--- config.mk ---
export PLATFORM = sky130hd
export DESIGN_NAME = fetch_redirect_ctrl_flat
export DESIGN_NICKNAME = d
export VERILOG_FILES = /design/src/rtl/fetch_redirect_ctrl_if.sv /design/src/rtl/fetch_redirect_ctrl.sv /design/src/flat_wrapper.sv
export SDC_FILE = /design/constraint.sdc
export NUM_CORES = 1
export LEC_CHECK = 0
export CORE_UTILIZATION = 43
export CTS_CLUSTER_SIZE = 20
export DETAILED_ROUTE_END_ITERATION = 8
export HOLD_SLACK_MARGIN = 0.15
export PLACE_DENSITY = 0.83
export SKIP_CTS_REPAIR_TIMING = 1
export SLEW_MARGIN = 10
export SYNTH_ARGS = -nofsm -noshare
export SYNTH_HDL_FRONTEND = slang
export SYNTH_SLANG_ARGS = --single-unit
--- constraint.sdc ---
create_clock -name clk_i -period 5.1 [get_ports clk_i]
set_input_delay 0.765 -clock clk_i [delete_from_list [all_inputs] [get_ports clk_i]]
set_output_delay 0.765 -clock clk_i [all_outputs]
set_load 0.01 [all_outputs]
--- src/rtl/fetch_redirect_ctrl_if.sv ---
// Fetch-redirect handshake bundle.
// master: hazard unit / pipeline side that drives the stall and branch controls and
//         consumes the fetch state.
// slave : fetch_redirect_ctrl, which owns the PC, IF/ID, predictor and counters.
// Ports carried: stall/noop/pc_write controls, fetched instruction, ID branch info,
// EX branch resolution, and PC, IF/ID, prediction, bubble, flush, predictor-state
// and performance-counter outputs.
interface fetch_redirect_ctrl_if #(
  parameter int unsigned CNT_W = 16
);
  logic              stall_i;
  logic              noop_i;
  logic              pc_write_i;
  logic [31:0]       instr_i;
  logic              id_branch_i;
  logic [31:0]       id_target_i;
  logic              ex_branch_valid_i;
  logic              ex_taken_i;
  logic              ex_pred_taken_i;
  logic [31:0]       ex_target_i;
  logic [31:0]       ex_pc_plus4_i;
  logic [31:0]       pc_o;
  logic [31:0]       if_id_pc_o;
  logic [31:0]       if_id_instr_o;
  logic              if_id_valid_o;
  logic              pred_taken_o;
  logic              id_ex_bubble_o;
  logic              flush_o;
  logic [1:0]        pred_state_o;
  logic [CNT_W-1:0]  stall_cnt_o;
  logic [CNT_W-1:0]  flush_cnt_o;

  modport master (
    output stall_i, noop_i, pc_write_i, instr_i, id_branch_i, id_target_i,
           ex_branch_valid_i, ex_taken_i, ex_pred_taken_i, ex_target_i, ex_pc_plus4_i,
    input  pc_o, if_id_pc_o, if_id_instr_o, if_id_valid_o, pred_taken_o,
           id_ex_bubble_o, flush_o, pred_state_o, stall_cnt_o, flush_cnt_o
  );

  modport slave (
    input  stall_i, noop_i, pc_write_i, instr_i, id_branch_i, id_target_i,
           ex_branch_valid_i, ex_taken_i, ex_pred_taken_i, ex_target_i, ex_pc_plus4_i,
    output pc_o, if_id_pc_o, if_id_instr_o, if_id_valid_o, pred_taken_o,
           id_ex_bubble_o, flush_o, pred_state_o, stall_cnt_o, flush_cnt_o
  );
endinterface

--- src/rtl/fetch_redirect_ctrl.sv ---
// Fetch front-end controller: applies load-use stall/noop/PC-write controls and EX
// branch resolution to the PC and IF/ID register, runs a 2-bit saturating branch
// predictor, requests ID/EX bubbles and keeps saturating stall/flush counters.
// Ports: clk_i (rising edge), rst_i (async, active-high), bus (slave modport of
// fetch_redirect_ctrl_if carrying all control, fetch and status signals).
module fetch_redirect_ctrl #(
  parameter logic [31:0] RESET_PC  = 32'h0000_0000,
  parameter logic [31:0] NOP_INSTR = 32'h0000_0013,
  parameter int unsigned CNT_W     = 16
) (
  input  logic                  clk_i,
  input  logic                  rst_i,
  fetch_redirect_ctrl_if.slave  bus
);

  localparam logic [31:0] PC_STEP = 32'd4;

  typedef enum logic [1:0] {SNT = 2'b00, WNT = 2'b01, WT = 2'b10, ST = 2'b11} pred_state_e;

  pred_state_e       state_q, state_d;
  logic [31:0]       pc_q, pc_d;
  logic [31:0]       if_id_pc_q, if_id_instr_q;
  logic              if_id_valid_q;
  logic [CNT_W-1:0]  stall_cnt_q, flush_cnt_q;
  logic              mispred, pred_taken, redirect;

  assign mispred    = bus.ex_branch_valid_i & (bus.ex_taken_i != bus.ex_pred_taken_i);
  assign pred_taken = bus.id_branch_i & if_id_valid_q & state_q[1];
  // A stalled or squashed ID branch must not steer fetch.
  assign redirect   = pred_taken & ~bus.stall_i & ~mispred;

  // Next-PC selection: mispredict recovery beats the PC-write hold.
  always_comb begin
    pc_d = pc_q + PC_STEP;
    if (mispred) begin
      pc_d = bus.ex_taken_i ? bus.ex_target_i : bus.ex_pc_plus4_i;
    end else if (!bus.pc_write_i) begin
      pc_d = pc_q;
    end else if (redirect) begin
      pc_d = bus.id_target_i;
    end
  end

  // Predictor next state: saturating up/down on each resolved branch.
  always_comb begin
    state_d = state_q;
    if (bus.ex_branch_valid_i) begin
      unique case (state_q)
        SNT:     state_d = bus.ex_taken_i ? WNT : SNT;
        WNT:     state_d = bus.ex_taken_i ? WT  : SNT;
        WT:      state_d = bus.ex_taken_i ? ST  : WNT;
        ST:      state_d = bus.ex_taken_i ? ST  : WT;
        default: state_d = WNT;
      endcase
    end
  end

  // Predictor state register.
  always_ff @(posedge clk_i or posedge rst_i) begin
    if (rst_i) state_q <= WNT;
    else       state_q <= state_d;
  end

  // PC and IF/ID; squash wins over stall since the held instruction is wrong-path.
  always_ff @(posedge clk_i or posedge rst_i) begin
    if (rst_i) begin
      pc_q          <= RESET_PC;
      if_id_pc_q    <= 32'd0;
      if_id_instr_q <= NOP_INSTR;
      if_id_valid_q <= 1'b0;
    end else begin
      pc_q <= pc_d;
      if (mispred || redirect) begin
        if_id_pc_q    <= 32'd0;
        if_id_instr_q <= NOP_INSTR;
        if_id_valid_q <= 1'b0;
      end else if (!bus.stall_i) begin
        if_id_pc_q    <= pc_q;
        if_id_instr_q <= bus.instr_i;
        if_id_valid_q <= 1'b1;
      end
    end
  end

  // Saturating performance counters.
  always_ff @(posedge clk_i or posedge rst_i) begin
    if (rst_i) begin
      stall_cnt_q <= '0;
      flush_cnt_q <= '0;
    end else begin
      if (bus.stall_i && !mispred && (stall_cnt_q != {CNT_W{1'b1}})) begin
        stall_cnt_q <= stall_cnt_q + CNT_W'(1);
      end
      if (mispred && (flush_cnt_q != {CNT_W{1'b1}})) begin
        flush_cnt_q <= flush_cnt_q + CNT_W'(1);
      end
    end
  end

  assign bus.pc_o           = pc_q;
  assign bus.if_id_pc_o     = if_id_pc_q;
  assign bus.if_id_instr_o  = if_id_instr_q;
  assign bus.if_id_valid_o  = if_id_valid_q;
  assign bus.pred_taken_o   = pred_taken;
  assign bus.id_ex_bubble_o = bus.noop_i | mispred | ~if_id_valid_q;
  assign bus.flush_o        = mispred;
  assign bus.pred_state_o   = state_q;
  assign bus.stall_cnt_o    = stall_cnt_q;
  assign bus.flush_cnt_o    = flush_cnt_q;

endmodule

--- src/flat_wrapper.sv ---
// flat-port wrapper written by rule: the top's interface ports become plain ports
module fetch_redirect_ctrl_flat 
#(
  parameter logic [31:0] RESET_PC  = 32'h0000_0000,
  parameter logic [31:0] NOP_INSTR = 32'h0000_0013,
  parameter int unsigned CNT_W     = 16
)
  (clk_i, rst_i, bus_stall_i, bus_noop_i, bus_pc_write_i, bus_instr_i, bus_id_branch_i, bus_id_target_i, bus_ex_branch_valid_i, bus_ex_taken_i, bus_ex_pred_taken_i, bus_ex_target_i, bus_ex_pc_plus4_i, bus_pc_o, bus_if_id_pc_o, bus_if_id_instr_o, bus_if_id_valid_o, bus_pred_taken_o, bus_id_ex_bubble_o, bus_flush_o, bus_pred_state_o, bus_stall_cnt_o, bus_flush_cnt_o);
  fetch_redirect_ctrl_if #(.CNT_W(CNT_W)) bus_i ();
  input  logic clk_i;
  input  logic rst_i;
  input wire logic [$bits(bus_i.stall_i)-1:0] bus_stall_i;
  input wire logic [$bits(bus_i.noop_i)-1:0] bus_noop_i;
  input wire logic [$bits(bus_i.pc_write_i)-1:0] bus_pc_write_i;
  input wire logic [$bits(bus_i.instr_i)-1:0] bus_instr_i;
  input wire logic [$bits(bus_i.id_branch_i)-1:0] bus_id_branch_i;
  input wire logic [$bits(bus_i.id_target_i)-1:0] bus_id_target_i;
  input wire logic [$bits(bus_i.ex_branch_valid_i)-1:0] bus_ex_branch_valid_i;
  input wire logic [$bits(bus_i.ex_taken_i)-1:0] bus_ex_taken_i;
  input wire logic [$bits(bus_i.ex_pred_taken_i)-1:0] bus_ex_pred_taken_i;
  input wire logic [$bits(bus_i.ex_target_i)-1:0] bus_ex_target_i;
  input wire logic [$bits(bus_i.ex_pc_plus4_i)-1:0] bus_ex_pc_plus4_i;
  output wire logic [$bits(bus_i.pc_o)-1:0] bus_pc_o;
  output wire logic [$bits(bus_i.if_id_pc_o)-1:0] bus_if_id_pc_o;
  output wire logic [$bits(bus_i.if_id_instr_o)-1:0] bus_if_id_instr_o;
  output wire logic [$bits(bus_i.if_id_valid_o)-1:0] bus_if_id_valid_o;
  output wire logic [$bits(bus_i.pred_taken_o)-1:0] bus_pred_taken_o;
  output wire logic [$bits(bus_i.id_ex_bubble_o)-1:0] bus_id_ex_bubble_o;
  output wire logic [$bits(bus_i.flush_o)-1:0] bus_flush_o;
  output wire logic [$bits(bus_i.pred_state_o)-1:0] bus_pred_state_o;
  output wire logic [$bits(bus_i.stall_cnt_o)-1:0] bus_stall_cnt_o;
  output wire logic [$bits(bus_i.flush_cnt_o)-1:0] bus_flush_cnt_o;
  assign bus_i.stall_i = bus_stall_i;
  assign bus_i.noop_i = bus_noop_i;
  assign bus_i.pc_write_i = bus_pc_write_i;
  assign bus_i.instr_i = bus_instr_i;
  assign bus_i.id_branch_i = bus_id_branch_i;
  assign bus_i.id_target_i = bus_id_target_i;
  assign bus_i.ex_branch_valid_i = bus_ex_branch_valid_i;
  assign bus_i.ex_taken_i = bus_ex_taken_i;
  assign bus_i.ex_pred_taken_i = bus_ex_pred_taken_i;
  assign bus_i.ex_target_i = bus_ex_target_i;
  assign bus_i.ex_pc_plus4_i = bus_ex_pc_plus4_i;
  assign bus_pc_o = bus_i.pc_o;
  assign bus_if_id_pc_o = bus_i.if_id_pc_o;
  assign bus_if_id_instr_o = bus_i.if_id_instr_o;
  assign bus_if_id_valid_o = bus_i.if_id_valid_o;
  assign bus_pred_taken_o = bus_i.pred_taken_o;
  assign bus_id_ex_bubble_o = bus_i.id_ex_bubble_o;
  assign bus_flush_o = bus_i.flush_o;
  assign bus_pred_state_o = bus_i.pred_state_o;
  assign bus_stall_cnt_o = bus_i.stall_cnt_o;
  assign bus_flush_cnt_o = bus_i.flush_cnt_o;
  fetch_redirect_ctrl #(.RESET_PC(RESET_PC), .NOP_INSTR(NOP_INSTR), .CNT_W(CNT_W)) u_core (.clk_i(clk_i), .rst_i(rst_i), .bus(bus_i));
endmodule
; After elaboration in Yosys (flattened, before gate mapping)
; Index checks and enable logic that the tools add are counted.
[op_classes]
n_eq_ne = 7
reduce_logical = 7
add_sub_neg = 3
n_bitwise = 10
mux = 15
[ops]
columns = op, count
row1 = $mux W32, 8
row2 = $add A16 B1 Y16 const B, 2
row3 = $add A32 B3 Y32 const B, 1
row4 = $ne A16 B16 Y1 const B, 2
row5 = $pmux W2 S4, 1
row6 = $and A1 B1 Y1, 5
row7 = $eq A2 B2 Y1 const B, 2
row8 = $mux W1, 4
row9 = $mux W2, 2
row10 = $logic_and A1 B1 Y1, 3
row11 = $not A1 Y1, 3
row12 = $eq A2 B1 Y1 const B, 1
row13 = $logic_not A2 Y1, 1
row14 = $ne A2 B1 Y1 const B, 1
row15 = $or A1 B1 Y1, 2
row16 = $reduce_bool A2 Y1, 1
row17 = $logic_not A1 Y1, 1
row18 = $logic_or A1 B1 Y1, 1
row19 = $ne A1 B1 Y1, 1
[totals]
inputBits = 137
reg_bits = 131
output_inout_bits = 134
wordCells = 49

; Depth between registers and ports, before layout
; Gate-level depths: netlist (run 1).
[depth]
depth_word = 7
mapped_depth = 8

; Worst setup path before layout (run 1)
; OpenSTA, ideal clock, no wires.
[synth_path]
path_kind = input -> output
startpoint = input port bus_ex_pred_taken_i
endpoint = output port bus_id_ex_bubble_o
arrival_time_ns = 1.695
path_buffers = 2
cell_stages = 5
path_slack_ns = 2.640
cell_sequence = xor2_2 -> nand2_1 -> buf_2 -> clkbuf_1 -> nand3b_1
[synth_between]
elab_chain_cells = 4
[synth_rtl]
columns = item, line
row1 = start: declaration, flat_wrapper.sv:20  ; input wire logic [$bits(bus_i.ex_pred_taken_i)-1:0] bus_ex_pred_taken_i;
row2 = $ne A1 B1 Y1, fetch_redirect_ctrl.sv:27  ; assign mispred = bus.ex_branch_valid_i & (bus.ex_taken_i != bus.ex_pred_taken_i);
row3 = $and A1 B1 Y1, fetch_redirect_ctrl.sv:27
row4 = $or A1 B1 Y1 (2 in series), fetch_redirect_ctrl.sv:105  ; assign bus.id_ex_bubble_o = bus.noop_i | mispred | ~if_id_valid_q;
row5 = end: declaration, flat_wrapper.sv:28  ; output wire logic [$bits(bus_i.id_ex_bubble_o)-1:0] bus_id_ex_bubble_o;
; No other way between the ends.

; Worst setup path after layout (run 1)
; Ends and elaborated chain as after synthesis.

==> results of run 1 <==
## registers in the layout, indices dropped and copies added, names as in the netlist
signal,flops
u_core.bus.pc_o,32
u_core.bus.if_id_valid_o,1
u_core.bus.flush_cnt_o,16
u_core.bus.stall_cnt_o,16
u_core.bus.if_id_pc_o,32
u_core.bus.if_id_instr_o,32
u_core.bus.pred_state_o,2
## cell usage after synthesis (4+ instances only)
master	count	area share, %
sky130_fd_sc_hd__xnor2_1	12	1.6
sky130_fd_sc_hd__inv_1	21	1.2
sky130_fd_sc_hd__buf_2	6	0.46
sky130_fd_sc_hd__a22o_1	74	9.9
sky130_fd_sc_hd__clkbuf_1	30	1.7
sky130_fd_sc_hd__mux2_2	5	0.86
sky130_fd_sc_hd__o21ai_0	29	2.2
sky130_fd_sc_hd__nand3_1	28	2.1
sky130_fd_sc_hd__dfrtp_1	127	49
sky130_fd_sc_hd__and4_1	7	0.94
sky130_fd_sc_hd__a22oi_1	4	0.46
sky130_fd_sc_hd__a31oi_1	5	0.48
sky130_fd_sc_hd__a211oi_1	5	0.57
sky130_fd_sc_hd__and3_1	10	0.96
sky130_fd_sc_hd__nor2_1	44	2.5
sky130_fd_sc_hd__nand2_1	31	1.8
sky130_fd_sc_hd__a221oi_1	11	1.5
sky130_fd_sc_hd__xor2_1	17	2.3
sky130_fd_sc_hd__nand4_1	16	1.5
sky130_fd_sc_hd__o2bb2ai_1	7	0.94
sky130_fd_sc_hd__mux2i_1	16	2.5
sky130_fd_sc_hd__a21oi_1	35	2.7
sky130_fd_sc_hd__o211ai_1	4	0.46
sky130_fd_sc_hd__dfstp_2	4	1.6
sky130_fd_sc_hd__nor3_1	9	0.69
sky130_fd_sc_hd__a2bb2oi_1	10	1.3
sky130_fd_sc_hd__nor2b_1	4	0.38
## worst min path at each step
stage | slack, ps | startpoint | endpoint
final | 490 | u_core.bus.stall_cnt_o[10]$_DFFE_PP0P_ | u_core.bus.stall_cnt_o[10]$_DFFE_PP0P_
after global routing | 520 | u_core.bus.if_id_pc_o[26]$_DFFE_PP0P_ | u_core.bus.if_id_pc_o[26]$_DFFE_PP0P_
after CTS | 490 | u_core.bus.stall_cnt_o[10]$_DFFE_PP0P_ | u_core.bus.stall_cnt_o[10]$_DFFE_PP0P_
after detailed placement | 480 | u_core.bus.stall_cnt_o[10]$_DFFE_PP0P_ | u_core.bus.stall_cnt_o[10]$_DFFE_PP0P_
after global placement | 480 | u_core.bus.stall_cnt_o[10]$_DFFE_PP0P_ | u_core.bus.stall_cnt_o[10]$_DFFE_PP0P_
after floorplan | 490 | u_core.bus.pred_state_o[0]$_DFFE_PP1P_ | u_core.bus.pred_state_o[0]$_DFFE_PP1P_
## cell families after synthesis
family,share of synthesized area [%]
AO/OA/AOI/OAI,25.0
multiplexers,3.31
adder cells (fa/ha/maj),0.574
AND/OR/NAND/NOR,12.8
XOR/XNOR,4.14
flip-flops,50.2
buffers and inverters,3.87
## stage by stage
stage	hold slack [ps]	util (%)	power (mW)	cells
2_1_floorplan	494	-	2.05	624
3_3_place_gp	480	63.8	2.76	1046
3_5_place_dp	479	63.8	2.80	1046
4_1_cts	494	67.9	4.07	1078
5_1_grt	520	67.9	4.24	1078
6_report	490	67.9	4.05	1078
## worst register-to-register path, stage by stage (launching register included)
cell	delay, ps
sky130_fd_sc_hd__dfrtp_1	520
sky130_fd_sc_hd__nand3_1	310
sky130_fd_sc_hd__nor4b_2	980
sky130_fd_sc_hd__nand2_1	280
sky130_fd_sc_hd__o31ai_1	290
sky130_fd_sc_hd__a22o_1	170
## layer usage
layer | global-route usage (%) | part of all wire (%)
met1 | 36.2 | 42
met2 | 45.6 | 48
met3 | 8.00 | 7.7
met4 | 11.7 | 3.1
met5 | 0 | 0
## cell type report
| class | count | area share, % |
|---|---|---|
| Sequential cell | 131 | 32.9 |
| Multi-Input combinational cell | 431 | 30.3 |
| Timing Repair Buffer | 278 | 27.6 |
| Clock buffer | 24 | 4.82 |
| Tap cell | 184 | 2.31 |
| Clock inverter | 8 | 1.25 |
| Inverter | 22 | 0.877 |
## power groups by stage
stage | registers, mW | clock network [mW] | logic, mW
floorplan | 1.58 | 0 | 0.464
global placement | 1.55 | 0 | 1.22
detailed placement | 1.56 | 0 | 1.24
CTS | 1.55 | 1.28 | 1.25
global route | 1.59 | 1.32 | 1.33
finish | 1.55 | 1.25 | 1.24
==> insert_results.sql, run 1 <==
INSERT INTO impl_metrics (metric_group, metric, value, unit) VALUES
('outcome', 'status', 'finished, violations left', ''),
('outcome', 'failed_checks', 'design-rule violations', ''),
('sta', 'grt_setup_unrepaired', 'false', ''),
('logic_synthesis', 'post_synth_edffs', '0', ''),
('logic_synthesis', 'sequential_fraction_of_the_synthesis_area', '50.2', '%'),
('die', 'io_pins', '271', ''),
('logic_synthesis', 'synth.cell_area', '0.00654', 'mm²'),
('worst_setup_path', 'critPathBufInv', '3', ''),
('logic_synthesis', 'nets_in_the_synthesized_netlist', '764', ''),
('power', 'intPower', '2.78', 'mW'),
('clock_network', 'worst_setup_hold_path_clk_slew', '60', 'ps'),
('global_routing', 'grt_pass1_wl', '34600', 'µm'),
('finish', 'final_net_count', '1021', ''),
('routing', 'drtPass1Iterations', '7', ''),
('clock_network', 'cts-htree-levels', '4', ''),
('worst_setup_path', 'critPathSlowestCell', 'sky130_fd_sc_hd__clkdlybuf4s50_1', ''),
('power', 'power.share.switching', '31.3', '%'),
('die', 'die_h', '125', 'µm'),
('sta', 'timing.max_slew.rel_slack', '22.4', '%'),
('worst_setup_path', 'critical_path_cell_count', '6', ''),
('global_routing', 'grt_start_max_net_pins', '111', ''),
('die', 'dieArea', '0.0157', 'mm²'),
('routing', 'num_vias', '6367', ''),
('routing', 'antenna_violating_nets_post_route', '0', ''),
('logic_synthesis', 'syn_avg_cell_area', '10.5', 'µm²'),
('die', 'start_util', '44.5', '%'),
('routing', 'detail_route.vias_per_cell', '5.91', ''),
('placed_design', 'place_ws', '1480', 'ps'),
('power', 'switchingPower', '1.27', 'mW'),
('clock_network', 'cts-root-to-sink-buffers', '2', ''),
('worst_setup_path', 'critical_path.max_fanout', '28', ''),
('clock_network', 'cts_tree', 'done', ''),
('worst_setup_path', 'end_kind', 'output pin', ''),
('sta', 'setup_tns', '0', 'ps'),
('sta', 'worstMarginPinSlew', '1160', 'ps'),
('power', 'p_leak', '4.21', 'nW'),
('worst_setup_path', 'critical_path.most_common_cell', 'sky130_fd_sc_hd__clkdlybuf4s50_1', ''),
('finish', 'layout.cells.most_common', 'sky130_fd_sc_hd__clkdlybuf4s50_1', ''),
('logic_synthesis', 'ys_ff_latch', '131', ''),
('sta', 'max_freq', '275', 'MHz'),
('routing', 'drcViolationCount', '21', ''),
('worst_setup_path', 'timing.critical_path.max_delay_family', 'buffers and inverters', ''),
('worst_setup_path', 'critPathRequiredTime', '4340', 'ps'),
('sta', 'worst_clock_skew', '6.98', 'ps'),
('clock_network', 'clk_root_buffer_cell', 'sky130_fd_sc_hd__clkbuf_16', ''),
('finish', 'layout.cell_area.non_filler', '0.00999', 'mm²'),
('worst_setup_path', 'crit_start', 'bus_ex_pred_taken_i', ''),
('worst_hold_path', 'hold_depth', '1', ''),
('finish', 'area_delta_synth_final', '52.8', '%'),
('sta', 'postLayoutSetupSlackWorst', '1460', 'ps'),
('die', 'fp.dieW', '125', 'µm'),
('placed_design', 'post-dp-hpwl', '15600', 'µm'),
('finish', 'register_area', '0.00328', 'mm²'),
('finish', 'fillers', '1150', ''),
('worst_setup_path', 'worstSetupEndpoint', 'bus_id_ex_bubble_o', ''),
('power', 'p_comb_share', '30.7', '%'),
('placed_design', 'gp_congestion', '0.863', ''),
('worst_setup_path', 'arrival_time_at_the_worst_endpoint', '2870', 'ps'),
('routing', 'detailed_route_wl', '21900', 'µm'),
('worst_setup_path', 'register_to_register_setup_slack', '2490', 'ps'),
('global_routing', 'track_usage', '28.4', '%'),
('placed_design', 'postPlaceCellArea', '0.00938', 'mm²'),
('logic_synthesis', 'share_of_flip_flops_with_an_asynchronous_set_or_reset', '100', '%'),
('global_routing', 'antenna_found_initial', '0', ''),
('sta', 'setup_viol', '0', ''),
('flow_run', 'drv_cap', '0', ''),
('logic_synthesis', 'synth_top_flop_cell', 'sky130_fd_sc_hd__dfrtp_1', ''),
('power', 'peakVddDrop', '0.255', 'mV'),
('worst_setup_path', 'crit_path_cell_trace', 'clkdlybuf4s50_1, xor2_2, nand2_1, buf_4, nand3b_1, clkdlybuf4s50_1', ''),
('clock_network', 'number_of_sinks_driven_by_the_clock_tree', '131', ''),
('worst_setup_path', 'reg2reg_depth', '5', '');
No activity file was read; power rests on OpenSTA's default activity.
==> run 2, diff against run 1 <==
==> constraint.sdc (replaced) <==
create_clock -name clk_i -period 3.4 [get_ports clk_i]
set_input_delay 0.51 -clock clk_i [delete_from_list [all_inputs] [get_ports clk_i]]
set_output_delay 0.51 -clock clk_i [all_outputs]
set_load 0.01 [all_outputs]
==> run 2 against run 1 <==
Compared with the run above: die area unchanged; final area up 0.96%; cell count up 1.0%; the flow still finishes with violations (design-rule violations); sequential power up 50%; largest cell class unchanged; critical endpoint unchanged.
==> insert_results.sql, run 2 (synthesis gave the netlist of run 1 again) <==
INSERT INTO impl_metrics (metric_group, metric, value, unit) VALUES
('outcome', 'status', 'finished, violations left', ''),
('outcome', 'failed_checks', 'design-rule violations', ''),
('placed_design', 'numPortBuffers', '270', ''),
('routing', 'wire_per_inst', '19.8', 'µm'),
('finish', 'layout-drive-gt1-share', '8.62', '%'),
('power', 'switchingPower', '1.96', 'mW'),
('worst_hold_path', 'hold_path_class', 'flop to flop', ''),
('routing', 'first_iter_violations', '429', ''),
('sta', 'max_freq', '348', 'MHz'),
('routing', 'drcViolationCount', '21', ''),
('worst_setup_path', 'max_stage_delay', '570', 'ps'),
('routing', 'detail_route.wirelength.met1', '8870', 'µm'),
('worst_setup_path', 'rr_endpoint', 'u_core.bus.pc_o[26]$_DFFE_PP0N_', ''),
('sta', 'timing.max_slew.rel_slack', '40.1', '%'),
('routing', 'detail_route.vias_per_cell', '5.88', ''),
('worst_setup_path', 'arrival_time_at_the_worst_endpoint', '2360', 'ps'),
('global_routing', 'global_route.overflow_total', '0', ''),
('power', 'power.share.clock', '30.1', '%'),
('worst_setup_path', 'crit_path_cell_trace', 'clkdlybuf4s50_1, xor2_2, nand2_1, nand3b_1, clkdlybuf4s50_1', ''),
('worst_setup_path', 'critPathRequiredTime', '2890', 'ps'),
('placed_design', 'gp_congestion', '0.910', ''),
('power', 'cellPowerDensity', '597', 'mW/mm²'),
('worst_setup_path', 'worstSetupEndpoint', 'bus_id_ex_bubble_o', ''),
('clock_network', 'cts-buffers-inserted', '17', ''),
('worst_setup_path', 'critPathKind', 'input port to output pin', ''),
('worst_setup_path', 'worstSetupStartpointType', 'input port', ''),
('die', 'core_region_area', '0.0147', 'mm²'),
('worst_setup_path', 'end_kind', 'output pin', ''),
('sta', 'fin_crit', '2870', 'ps'),
('global_routing', 'track_usage', '28.2', '%'),
('routing', 'met3WireLength', '1930', 'µm'),
('clock_network', 'cts-root-to-sink-buffers', '2', ''),
('routing', 'top_layer_used', 'met4', ''),
('routing', 'met2WireLength', '9940', 'µm'),
('placed_design', 'place_inst', '1057', ''),
('sta', 'min_period_over_period', '84.4', '%'),
('global_routing', 'first_global_vias', '6395', ''),
('worst_setup_path', 'critical_path.most_common_cell', 'sky130_fd_sc_hd__clkdlybuf4s50_1', ''),
('power', 'p_comb_share', '31.3', '%'),
('sta', 'timing.final.max_slew_violations', '0', ''),
('worst_setup_path', 'critPathBufInv', '2', ''),
('worst_setup_path', 'crit_start', 'bus_ex_pred_taken_i', ''),
('finish', 'fin_cells', '1089', ''),
('routing', 'drtPass1Iterations', '8', ''),
('sta', 'worstMarginPinSlew', '899', 'ps'),
('power', 'power_frac_seq', '38.7', '%'),
('placed_design', 'post-dp-hpwl', '15800', 'µm'),
('worst_setup_path', 'critPathSlowestCell', 'sky130_fd_sc_hd__clkdlybuf4s50_1', ''),
('finish', 'share_of_the_core_filled_with_cells', '68.6', '%'),
('die', 'floorplan.rows', '44', ''),
('finish', 'final_net_count', '1032', ''),
('global_routing', 'antenna_found_initial', '0', ''),
('worst_setup_path', 'reg2reg_depth', '6', ''),
('routing', 'num_vias', '6407', ''),
('worst_setup_path', 'crit-reg2reg-launch', 'u_core.bus.pc_o[2]$_DFFE_PP0N_', ''),
('clock_network', 'clk_root_buffer_cell', 'sky130_fd_sc_hd__clkbuf_16', ''),
('finish', 'layout.cells.most_common', 'sky130_fd_sc_hd__clkdlybuf4s50_1', ''),
('sta', 'setup_viol', '0', ''),
('global_routing', 'grt_pass1_wl', '34600', 'µm'),
('sta', 'setup_tns', '0', 'ps'),
('clock_network', 'worst_setup_hold_path_clk_slew', '60', 'ps'),
('routing', 'antenna_violating_nets_post_route', '0', ''),
('power', 'intPower', '4.06', 'mW'),
('sta', 'finalHoldViolCount', '0', ''),
('finish', 'highest_count_cells_in_the_layout_ignoring_fill_and_taps', 'sky130_fd_sc_hd__clkdlybuf4s50_1, sky130_fd_sc_hd__dfrtp_1, sky130_fd_sc_hd__a22o_1', ''),
('clock_network', 'cts-htree-levels', '4', ''),
('sta', 'worst_clock_skew', '4.05', 'ps'),
('worst_setup_path', 'critical_path.max_fanout', '6', ''),
('clock_network', 'number_of_sinks_driven_by_the_clock_tree', '131', ''),
('clock_network', 'cts_tree', 'done', ''),
('global_routing', 'grt_start_max_net_pins', '62', ''),
('routing', 'detailed_route_wl', '21500', 'µm'),
('worst_setup_path', 'register_to_register_setup_slack', '1200', 'ps'),
('clock_network', 'worst_skew_pair.late_latency', '410', 'ps'),
('die', 'start_util', '44.5', '%'),
('worst_setup_path', 'timing.critical_path.max_delay_family', 'buffers and inverters', ''),
('finish', 'layout.cell_area.non_filler', '0.0101', 'mm²'),
('power', 'peakVddDrop', '0.443', 'mV'),
('placed_design', 'postPlaceCellArea', '0.00950', 'mm²'),
('power', 'p_leak', '4.26', 'nW'),
('die', 'die_h', '125', 'µm'),
('flow_run', 'drv_cap', '0', ''),
('finish', 'area_delta_synth_final', '54.3', '%'),
('finish', 'antenna_cells_inserted', '0', ''),
('worst_setup_path', 'critical_path_cell_count', '5', ''),
('die', 'fp.dieW', '125', 'µm'),
('die', 'io_pins', '271', ''),
('power', 'power.share.switching', '32.5', '%'),
('die', 'dieArea', '0.0157', 'mm²'),
('sta', 'grt_setup_unrepaired', 'false', '');
[run 2: changes by cell type in the layout (fill, tap and decap cells not counted), sizes merged]
cell	previous run	this run
buf	9	20
clkbuf	24	17
clkinv	4	7
clkinvlp	1	4
inv	22	24
bufinv	3	2
[run 2: per-stage QoR]
stage	hold WS (ps)	setup WS, ps	power [mW]
global route	511	451	6.30
global placement	482	541	4.18
CTS	494	530	6.04
floorplan	494	1270	3.07
finish	483	529	6.02
detailed placement	478	546	4.22
[run 2: worst min-delay path by stage]
stage / cells after the start / startpoint / endpoint / slack (ps)
2_1_floorplan: 2 / u_core.bus.pred_state_o[0]$_DFFE_PP1P_ / u_core.bus.pred_state_o[0]$_DFFE_PP1P_ / 490
3_3_place_gp: 1 / u_core.bus.stall_cnt_o[10]$_DFFE_PP0P_ / u_core.bus.stall_cnt_o[10]$_DFFE_PP0P_ / 480
3_5_place_dp: 1 / u_core.bus.stall_cnt_o[10]$_DFFE_PP0P_ / u_core.bus.stall_cnt_o[10]$_DFFE_PP0P_ / 480
4_1_cts: 1 / u_core.bus.stall_cnt_o[10]$_DFFE_PP0P_ / u_core.bus.stall_cnt_o[10]$_DFFE_PP0P_ / 490
5_1_grt: 1 / u_core.bus.if_id_pc_o[9]$_DFFE_PP0P_ / u_core.bus.if_id_pc_o[9]$_DFFE_PP0P_ / 510
6_report: 1 / u_core.bus.stall_cnt_o[10]$_DFFE_PP0P_ / u_core.bus.stall_cnt_o[10]$_DFFE_PP0P_ / 480
[run 2: area by class of cell]
type                    count  area (µm²)
fillers                  1158        4620
flip-flops and latches    131        3280
multi-input cells         431        3020
repair buffers            289        2880
clock buffers              17         425
well taps                 184         230
clock inverters            15         159
inverters                  22        86.3
[run 2: power by group through the flow]
stage / sequential (mW) / clock, mW / combinational (mW)
6_report: 2.33 / 1.81 / 1.88
5_1_grt: 2.38 / 1.91 / 2.02
4_1_cts: 2.32 / 1.83 / 1.89
3_5_place_dp: 2.34 / 0 / 1.88
3_3_place_gp: 2.33 / 0 / 1.85
2_1_floorplan: 2.38 / 0 / 0.696
[run 2: per-layer routing]
layer  up-vias  global-route usage, %
li1       2910                      -
met1      3136                   35.9
met2       310                   44.1
met3        51                   8.22
met4         0                   13.8
met5         -                      0
[run 2: worst reg2reg max path, cell delays in order, from the launching register on]
cell and delay [ps]:
sky130_fd_sc_hd__dfrtp_1 500, sky130_fd_sc_hd__ha_1 280, sky130_fd_sc_hd__inv_1 120, sky130_fd_sc_hd__nor4_4 550, sky130_fd_sc_hd__nand4_1 190, sky130_fd_sc_hd__a32oi_1 260
sky130_fd_sc_hd__o311ai_0 160
